### src/rtl/cp0_regfile.sv
// MIPS32-style CP0 register file: TLB support registers, Count/Compare timer,
// Status/Cause interrupt state and precise exception capture (EPC, BadVAddr).
module cp0_regfile #(
  parameter int unsigned TLB_ENTRIES = 32
) (
  input  logic        clk,
  input  logic        resetn,
  input  logic [4:0]  ra,
  input  logic [2:0]  rsel,
  output logic [31:0] rdata,
  input  logic        we,
  input  logic [4:0]  wa,
  input  logic [2:0]  wsel,
  input  logic [31:0] wdata,
  input  logic        exc_valid,
  input  logic [4:0]  exc_code,
  input  logic [31:0] exc_pc,
  input  logic        exc_bd,
  input  logic        exc_bva_valid,
  input  logic [31:0] exc_bva,
  input  logic        eret,
  input  logic [5:0]  ext_int,
  output logic        int_req,
  output logic [31:0] epc,
  output logic        status_exl
);

  localparam logic [4:0] RandTop = 5'(TLB_ENTRIES - 1);

  localparam logic [4:0] RegIndex    = 5'd0;
  localparam logic [4:0] RegRandom   = 5'd1;
  localparam logic [4:0] RegEntryLo0 = 5'd2;
  localparam logic [4:0] RegEntryLo1 = 5'd3;
  localparam logic [4:0] RegContext  = 5'd4;
  localparam logic [4:0] RegPageMask = 5'd5;
  localparam logic [4:0] RegWired    = 5'd6;
  localparam logic [4:0] RegBadVAddr = 5'd8;
  localparam logic [4:0] RegCount    = 5'd9;
  localparam logic [4:0] RegEntryHi  = 5'd10;
  localparam logic [4:0] RegCompare  = 5'd11;
  localparam logic [4:0] RegStatus   = 5'd12;
  localparam logic [4:0] RegCause    = 5'd13;
  localparam logic [4:0] RegEpc      = 5'd14;
  localparam logic [4:0] RegPrid     = 5'd15;
  localparam logic [4:0] RegConfig   = 5'd16;

  localparam logic [31:0] PridVal    = 32'h0001_8000;
  localparam logic [31:0] Config1Val = 32'h3E00_0000;
  // Config bits above K0 are fixed: 0x8000_0080 >> 3
  localparam logic [28:0] ConfigHi   = 29'h1000_0010;

  logic [4:0]  index_q, index_d;
  logic [4:0]  random_q, random_d;
  logic [29:0] entrylo0_q, entrylo0_d;
  logic [29:0] entrylo1_q, entrylo1_d;
  logic [8:0]  ctx_ptebase_q, ctx_ptebase_d;
  logic [18:0] ctx_badvpn2_q, ctx_badvpn2_d;
  logic [15:0] pagemask_q, pagemask_d;
  logic [4:0]  wired_q, wired_d;
  logic [31:0] badvaddr_q, badvaddr_d;
  logic [31:0] count_q, count_d;
  logic        tick_q, tick_d;
  logic [18:0] entryhi_vpn2_q, entryhi_vpn2_d;
  logic [7:0]  entryhi_asid_q, entryhi_asid_d;
  logic [31:0] compare_q, compare_d;
  logic [7:0]  status_im_q, status_im_d;
  logic        status_exl_q, status_exl_d;
  logic        status_ie_q, status_ie_d;
  logic        cause_bd_q, cause_bd_d;
  logic        cause_ti_q, cause_ti_d;
  logic [5:0]  cause_ip_hw_q, cause_ip_hw_d;
  logic [1:0]  cause_ip_sw_q, cause_ip_sw_d;
  logic [4:0]  cause_exc_q, cause_exc_d;
  logic [31:0] epc_q, epc_d;
  logic [2:0]  config_k0_q, config_k0_d;

  logic wr_en, wr_count, wr_compare, wr_wired, timer_hit;

  // Exceptions and ERET both squash a same-cycle MTC0.
  assign wr_en      = we & ~exc_valid & ~eret & (wsel == 3'd0);
  assign wr_count   = wr_en & (wa == RegCount);
  assign wr_compare = wr_en & (wa == RegCompare);
  assign wr_wired   = wr_en & (wa == RegWired);
  assign timer_hit  = tick_q & (count_q == compare_q) & ~wr_count & ~wr_compare;

  always_comb begin
    index_d        = index_q;
    random_d       = random_q;
    entrylo0_d     = entrylo0_q;
    entrylo1_d     = entrylo1_q;
    ctx_ptebase_d  = ctx_ptebase_q;
    ctx_badvpn2_d  = ctx_badvpn2_q;
    pagemask_d     = pagemask_q;
    wired_d        = wired_q;
    badvaddr_d     = badvaddr_q;
    entryhi_vpn2_d = entryhi_vpn2_q;
    entryhi_asid_d = entryhi_asid_q;
    compare_d      = compare_q;
    status_im_d    = status_im_q;
    status_exl_d   = status_exl_q;
    status_ie_d    = status_ie_q;
    cause_bd_d     = cause_bd_q;
    cause_ti_d     = cause_ti_q;
    cause_ip_sw_d  = cause_ip_sw_q;
    cause_exc_d    = cause_exc_q;
    epc_d          = epc_q;
    config_k0_d    = config_k0_q;

    // Free-running hardware updates, independent of the priority chain below.
    tick_d  = ~tick_q;
    count_d = count_q + {31'd0, tick_q};

    if (wr_compare) begin
      cause_ti_d = 1'b0;
    end else if (timer_hit) begin
      cause_ti_d = 1'b1;
    end
    cause_ip_hw_d = {ext_int[5] | cause_ti_d, ext_int[4:0]};

    if (wr_wired || (random_q == wired_q) || (random_q == 5'd0)) begin
      random_d = RandTop;
    end else begin
      random_d = random_q - 5'd1;
    end

    if (exc_valid) begin
      // A nested exception keeps the original return point.
      if (!status_exl_q) begin
        epc_d      = exc_bd ? (exc_pc - 32'd4) : exc_pc;
        cause_bd_d = exc_bd;
      end
      cause_exc_d  = exc_code;
      status_exl_d = 1'b1;
      if (exc_bva_valid) begin
        badvaddr_d    = exc_bva;
        ctx_badvpn2_d = exc_bva[31:13];
        if (exc_code inside {5'd1, 5'd2, 5'd3}) begin
          entryhi_vpn2_d = exc_bva[31:13];
        end
      end
    end else if (eret) begin
      status_exl_d = 1'b0;
    end else if (wr_en) begin
      unique case (wa)
        RegIndex:    index_d = wdata[4:0];
        RegEntryLo0: entrylo0_d = wdata[29:0];
        RegEntryLo1: entrylo1_d = wdata[29:0];
        RegContext:  ctx_ptebase_d = wdata[31:23];
        RegPageMask: pagemask_d = wdata[28:13];
        RegWired:    wired_d = wdata[4:0];
        RegCount: begin
          count_d = wdata;
          tick_d  = 1'b0;
        end
        RegEntryHi: begin
          entryhi_vpn2_d = wdata[31:13];
          entryhi_asid_d = wdata[7:0];
        end
        RegCompare:  compare_d = wdata;
        RegStatus: begin
          status_im_d  = wdata[15:8];
          status_exl_d = wdata[1];
          status_ie_d  = wdata[0];
        end
        RegCause:    cause_ip_sw_d = wdata[9:8];
        RegEpc:      epc_d = wdata;
        RegConfig:   config_k0_d = wdata[2:0];
        default: ;
      endcase
    end
  end

  always_ff @(posedge clk or negedge resetn) begin
    if (!resetn) begin
      index_q        <= '0;
      random_q       <= RandTop;
      entrylo0_q     <= '0;
      entrylo1_q     <= '0;
      ctx_ptebase_q  <= '0;
      ctx_badvpn2_q  <= '0;
      pagemask_q     <= '0;
      wired_q        <= '0;
      badvaddr_q     <= '0;
      count_q        <= '0;
      tick_q         <= 1'b0;
      entryhi_vpn2_q <= '0;
      entryhi_asid_q <= '0;
      compare_q      <= '0;
      status_im_q    <= '0;
      status_exl_q   <= 1'b0;
      status_ie_q    <= 1'b0;
      cause_bd_q     <= 1'b0;
      cause_ti_q     <= 1'b0;
      cause_ip_hw_q  <= '0;
      cause_ip_sw_q  <= '0;
      cause_exc_q    <= '0;
      epc_q          <= '0;
      config_k0_q    <= 3'd3;
    end else begin
      index_q        <= index_d;
      random_q       <= random_d;
      entrylo0_q     <= entrylo0_d;
      entrylo1_q     <= entrylo1_d;
      ctx_ptebase_q  <= ctx_ptebase_d;
      ctx_badvpn2_q  <= ctx_badvpn2_d;
      pagemask_q     <= pagemask_d;
      wired_q        <= wired_d;
      badvaddr_q     <= badvaddr_d;
      count_q        <= count_d;
      tick_q         <= tick_d;
      entryhi_vpn2_q <= entryhi_vpn2_d;
      entryhi_asid_q <= entryhi_asid_d;
      compare_q      <= compare_d;
      status_im_q    <= status_im_d;
      status_exl_q   <= status_exl_d;
      status_ie_q    <= status_ie_d;
      cause_bd_q     <= cause_bd_d;
      cause_ti_q     <= cause_ti_d;
      cause_ip_hw_q  <= cause_ip_hw_d;
      cause_ip_sw_q  <= cause_ip_sw_d;
      cause_exc_q    <= cause_exc_d;
      epc_q          <= epc_d;
      config_k0_q    <= config_k0_d;
    end
  end

  always_comb begin
    rdata = '0;
    if (rsel == 3'd0) begin
      case (ra)
        RegIndex:    rdata = {27'd0, index_q};
        RegRandom:   rdata = {27'd0, random_q};
        RegEntryLo0: rdata = {2'd0, entrylo0_q};
        RegEntryLo1: rdata = {2'd0, entrylo1_q};
        RegContext:  rdata = {ctx_ptebase_q, ctx_badvpn2_q, 4'd0};
        RegPageMask: rdata = {3'd0, pagemask_q, 13'd0};
        RegWired:    rdata = {27'd0, wired_q};
        RegBadVAddr: rdata = badvaddr_q;
        RegCount:    rdata = count_q;
        RegEntryHi:  rdata = {entryhi_vpn2_q, 5'd0, entryhi_asid_q};
        RegCompare:  rdata = compare_q;
        RegStatus:   rdata = {9'd0, 1'b1, 6'd0, status_im_q, 6'd0, status_exl_q, status_ie_q};
        RegCause:    rdata = {cause_bd_q, cause_ti_q, 14'd0, cause_ip_hw_q, cause_ip_sw_q,
                              1'b0, cause_exc_q, 2'd0};
        RegEpc:      rdata = epc_q;
        RegPrid:     rdata = PridVal;
        RegConfig:   rdata = {ConfigHi, config_k0_q};
        default:     rdata = '0;
      endcase
    end else if ((rsel == 3'd1) && (ra == RegConfig)) begin
      rdata = Config1Val;
    end
  end

  assign int_req    = status_ie_q & ~status_exl_q &
                      (|({cause_ip_hw_q, cause_ip_sw_q} & status_im_q));
  assign epc        = epc_q;
  assign status_exl = status_exl_q;

endmodule

### config.mk
export PLATFORM = sky130hd
export DESIGN_NAME = cp0_regfile
export DESIGN_NICKNAME = d
export VERILOG_FILES = /design/src/rtl/cp0_regfile.sv
export SDC_FILE = /design/constraint.sdc
export NUM_CORES = 1
export LEC_CHECK = 0
export ABC_AREA = 1
export BUFFER_PORTS_ARGS = -buffer_cell sky130_fd_sc_hd__buf_4
export CAP_MARGIN = 20
export CORE_MARGIN = 5
export CORE_UTILIZATION = 30
export CTS_CLUSTER_DIAMETER = 200
export DETAILED_ROUTE_END_ITERATION = 7
export PLACE_DENSITY_LB_ADDON = 0.15
export SLEW_MARGIN = 5
export SYNTH_ARGS = -nofsm -noshare
export SYNTH_HDL_FRONTEND = slang
export SYNTH_SLANG_ARGS = --single-unit
export TNS_END_PERCENT = 20
### constraint.sdc
create_clock -name clk -period 2 [get_ports clk]
set_input_delay 0.3 -clock clk [delete_from_list [all_inputs] [get_ports clk]]
set_output_delay 0.3 -clock clk [all_outputs]
set_load 0.02 [all_outputs]
==> results.md <==
* WP buf/inv at 6
* Synth Net Count at 2,222
* Comb pwr share at 18.3%
* Routed vias/inst at 5.13
* Largest net degree at the start of global routing at 82
* Layout net count at 2,615
* Synthesized flop and latch total at 284
* Share of cells above drive strength 1 at 27.5%
* Initial Utilization at 30.2%
* Cells after Synth at 2,088
* Post-route ant nets at 0
* Core Area at 0.0513 sq mm
* I/O Pins at 196
* Top FF cell, synth: dfrtp_1
* Multi-input logic area at 0.00772 sq mm
* EDFF count, synth at 0
* Setup TNS at -2.63 ns
* CP required at 1.70 ns
* Vias at 16,300
* Crit Path Class: input port to output pin
* Final Hold Violating Endpoints at 0
* Fraction of registers with async set/reset at 100%
* Final period utilization at 108%
* Power Dens Cells at 754 mW/mm^2
* Iteration-0 DRC count of the detailed router at 1,503
* Max_cap viols at 0
* Worst setup slack after layout at -0.158 ns
* Peak supply drop at 0.491 mV
* Arrival @ worst endpoint at 1.86 ns
* Netlist cell types at 49
* I/O Buffers at 195
* Top cells by area, synth: dfrtp_1, nand2_1, o21ai_0
* Clock network power share at 40.3%
* Final critical-path required period at 2.16 ns
* Yosys top cell area share at 44.7%
* Switch Pwr at 4.96 mW
* Fill count at 5,313
* Worst path cell trace: buf_12, clkinv_8, buf_6, nand3_4, nor2_4, clkinvlp_4, buf_4, o221ai_4, nor2_1, a21oi_2, buf_4
* Initial antenna violation count at 0
* Number of remaining DRC errors at 0
* Final core occ at 42.7%
* Drt pass-1 iters at 5
* Drt wl/cell at 22.9 um
* Fmax at 463 MHz
* Area leader, netlist: dfrtp_1
* Critical Path Stages at 11
* Most used cell, CP: buf_4
* CP Capture Type: output pin
* Max incr delay on CP at 0.25 ns
* Drt total wl at 72.9 mm
* Global-route wire length before repair at 106 mm
* Flop-to-flop setup slack at 0.11 ns
* Worst-Margin Slew at 0.631 ns
* CP max-delay cell: clkinvlp_4
* Die X at 237 um
* Commonest cells after routing, fill and taps aside: nand2_1, buf_4, dfrtp_1
* H-tree depth at 2
* Final non-filler cell total at 3,185
* Outcome: finished, violations left
* Die area at 0.0563 sq mm
* Sequential fraction of design power at 41.4%
* Pre-CTS setup slack at -0.438 ns
* Clk sinks at 284
* Vert. Die Dim at 237 um
* Num CTS Buffers at 36
* Vias in the first global route at 15,700
* Internal at 11.6 mW
* Yosys Warn Count at 0
* Crit Path Max Fanout at 6
* Worst slew margin at 57.9%
* GPL Wtd Cong at 1.01
* Hold WC Path Type: input port to flop
* Cell chosen for the clock root: clkbuf_16
* Sequential area share after synthesis at 45.9%
* Net Sw Frac at 30.0%
* R2R depth at 10
* Skew final at 0.0194 ns
* CP delay by family, top: buffers and inverters
* Most common cell after layout, fill and taps aside: nand2_1
* Hold depth at 3
* Final Max Slew Viols at 0
* Count of final setup violators at 33
* Storage cell area at 0.00713 sq mm
* RSZ-0062 raised after global routing: yes
* Placed cell count at 3,038
* Failing checks: setup timing
* CTS tree: built
* Congestion Overflow GR at 0
* Worst skew pair latency at 0.55 ns
* Bufs on Longest Clock Path at 3
* Leak Pwr at 10.2 nW
* Reg clk slew, reported paths at 0.05 ns
* Syn avg cell area at 7.43 sq um
* Startpoint Class: input port
* Syn Std Cell Area at 0.0155 sq mm
* Area growth, synth to finish at 41.3%
* Overall Global Routing Usage at 25.1%
* HPWL after DPL at 55.4 mm
* Rows at 83
-- worst register-to-register path, stage by stage (launching register included) --
cell and delay [ns]:
dfrtp_1 0.41, inv_4 0.07, buf_4 0.16, nor3_1 0.25, nand2_1 0.14, nor2_1 0.39, nand2_1 0.10, nand2_1 0.07
nand3_1 0.06, o21ai_0 0.07, inv_1 0.05
-- timing repair --
item | 4_1_cts | 5_1_grt
endpoints found under the setup margin | 33 | 42
pin swaps | 40 | 32
buffers inserted | 22 | 23
hold endpoints to repair | 75 | 0
hold buffers | 44 | 0
resized for setup | 179 | 114
gates cloned | 4 | 1
-- metrics by stage --
step / hold slack [ns] / total power [mW] / cell area, sq um
after floorplan: 0.00441 / 7.98 / 15500
after global placement: 0.261 / 9.54 / 19000
after detailed placement: 0.257 / 9.56 / 19000
after CTS: 0.00332 / 16.5 / 21400
after global routing: 0.0147 / 17.2 / 21900
final: 0.0326 / 16.5 / 21900
-- routing by layer --
metal  share of wire, %  track usage [%]
met5                  0                0
met4                2.2             5.79
met3                7.2             4.17
met2                 44             38.2
met1                 46             37.5
-- area by class of cell --
type                    count  area share, %
repair buffers            436           18.6
well taps                 680           3.88
clock inverters             8          0.480
clock buffers              53           4.96
diodes                      1         0.0114
flip-flops and latches    284           32.5
multi-input cells        1486           35.2
inverters                 237           4.26
-- synthesized netlist by cell type, types with 9 or more instances --
master,n
a21oi_1,95
a31oi_1,10
buf_2,23
buf_4,10
clkbuf_1,43
dfrtp_1,277
inv_1,227
inv_2,9
mux2_2,30
nand2_1,631
nand3_1,86
nand3b_1,10
nand4_1,23
nor2_1,152
nor2_2,12
nor3_1,33
o211ai_1,12
o21ai_0,247
o21ai_1,41
o22ai_1,17
xnor2_1,14
xor2_1,17
-- logic make-up after synthesis --
kind of cell,share of synthesized area [%]
AND/OR/NAND/NOR,25.9
multiplexers,2.18
flip-flops,45.9
AO/OA/AOI/OAI,15.8
buffers and inverters,8.17
adder cells (fa/ha/maj),0.323
XOR/XNOR,1.75
-- sequential cells by signal, indices dropped and copies added (netlist names), 2 cells and up --
signal,flops
compare_q,32
count_q,32
epc,32
entrylo0_q,30
entrylo1_q,30
ctx_badvpn2_q,19
entryhi_vpn2_q,19
pagemask_q,16
badvaddr_q,13
ctx_ptebase_q,9
entryhi_asid_q,8
status_im_q,8
cause_ip_hw_q,6
cause_exc_q,5
index_q,5
random_q,5
wired_q,5
config_k0_q,3
cause_ip_sw_q,2
-- power by group through the flow --
stage                     clock network, mW  logic [mW]  registers [mW]
after global placement                    0        2.63            6.91
after floorplan                           0        1.16            6.83
after CTS                              6.79        2.93            6.82
after detailed placement                  0        2.66            6.91
after global routing                   7.02        3.30            6.89
final                                  6.65        3.02            6.84
-- path summary, 6_finish.rpt --
| kind | from | to |
|---|---|---|
| max | ra[4] | rdata[21] |
| min | exc_code[4] | cause_exc_q[4] |
| max reg2reg | count_q[7] | count_q[27] |
| min reg2reg | compare_q[24] | compare_q[24] |
| max in group asynchronous | resetn | cause_ip_hw_q[2] |
| min in group asynchronous | resetn | cause_exc_q[1] |
No activity file was read; power rests on OpenSTA's default activity.
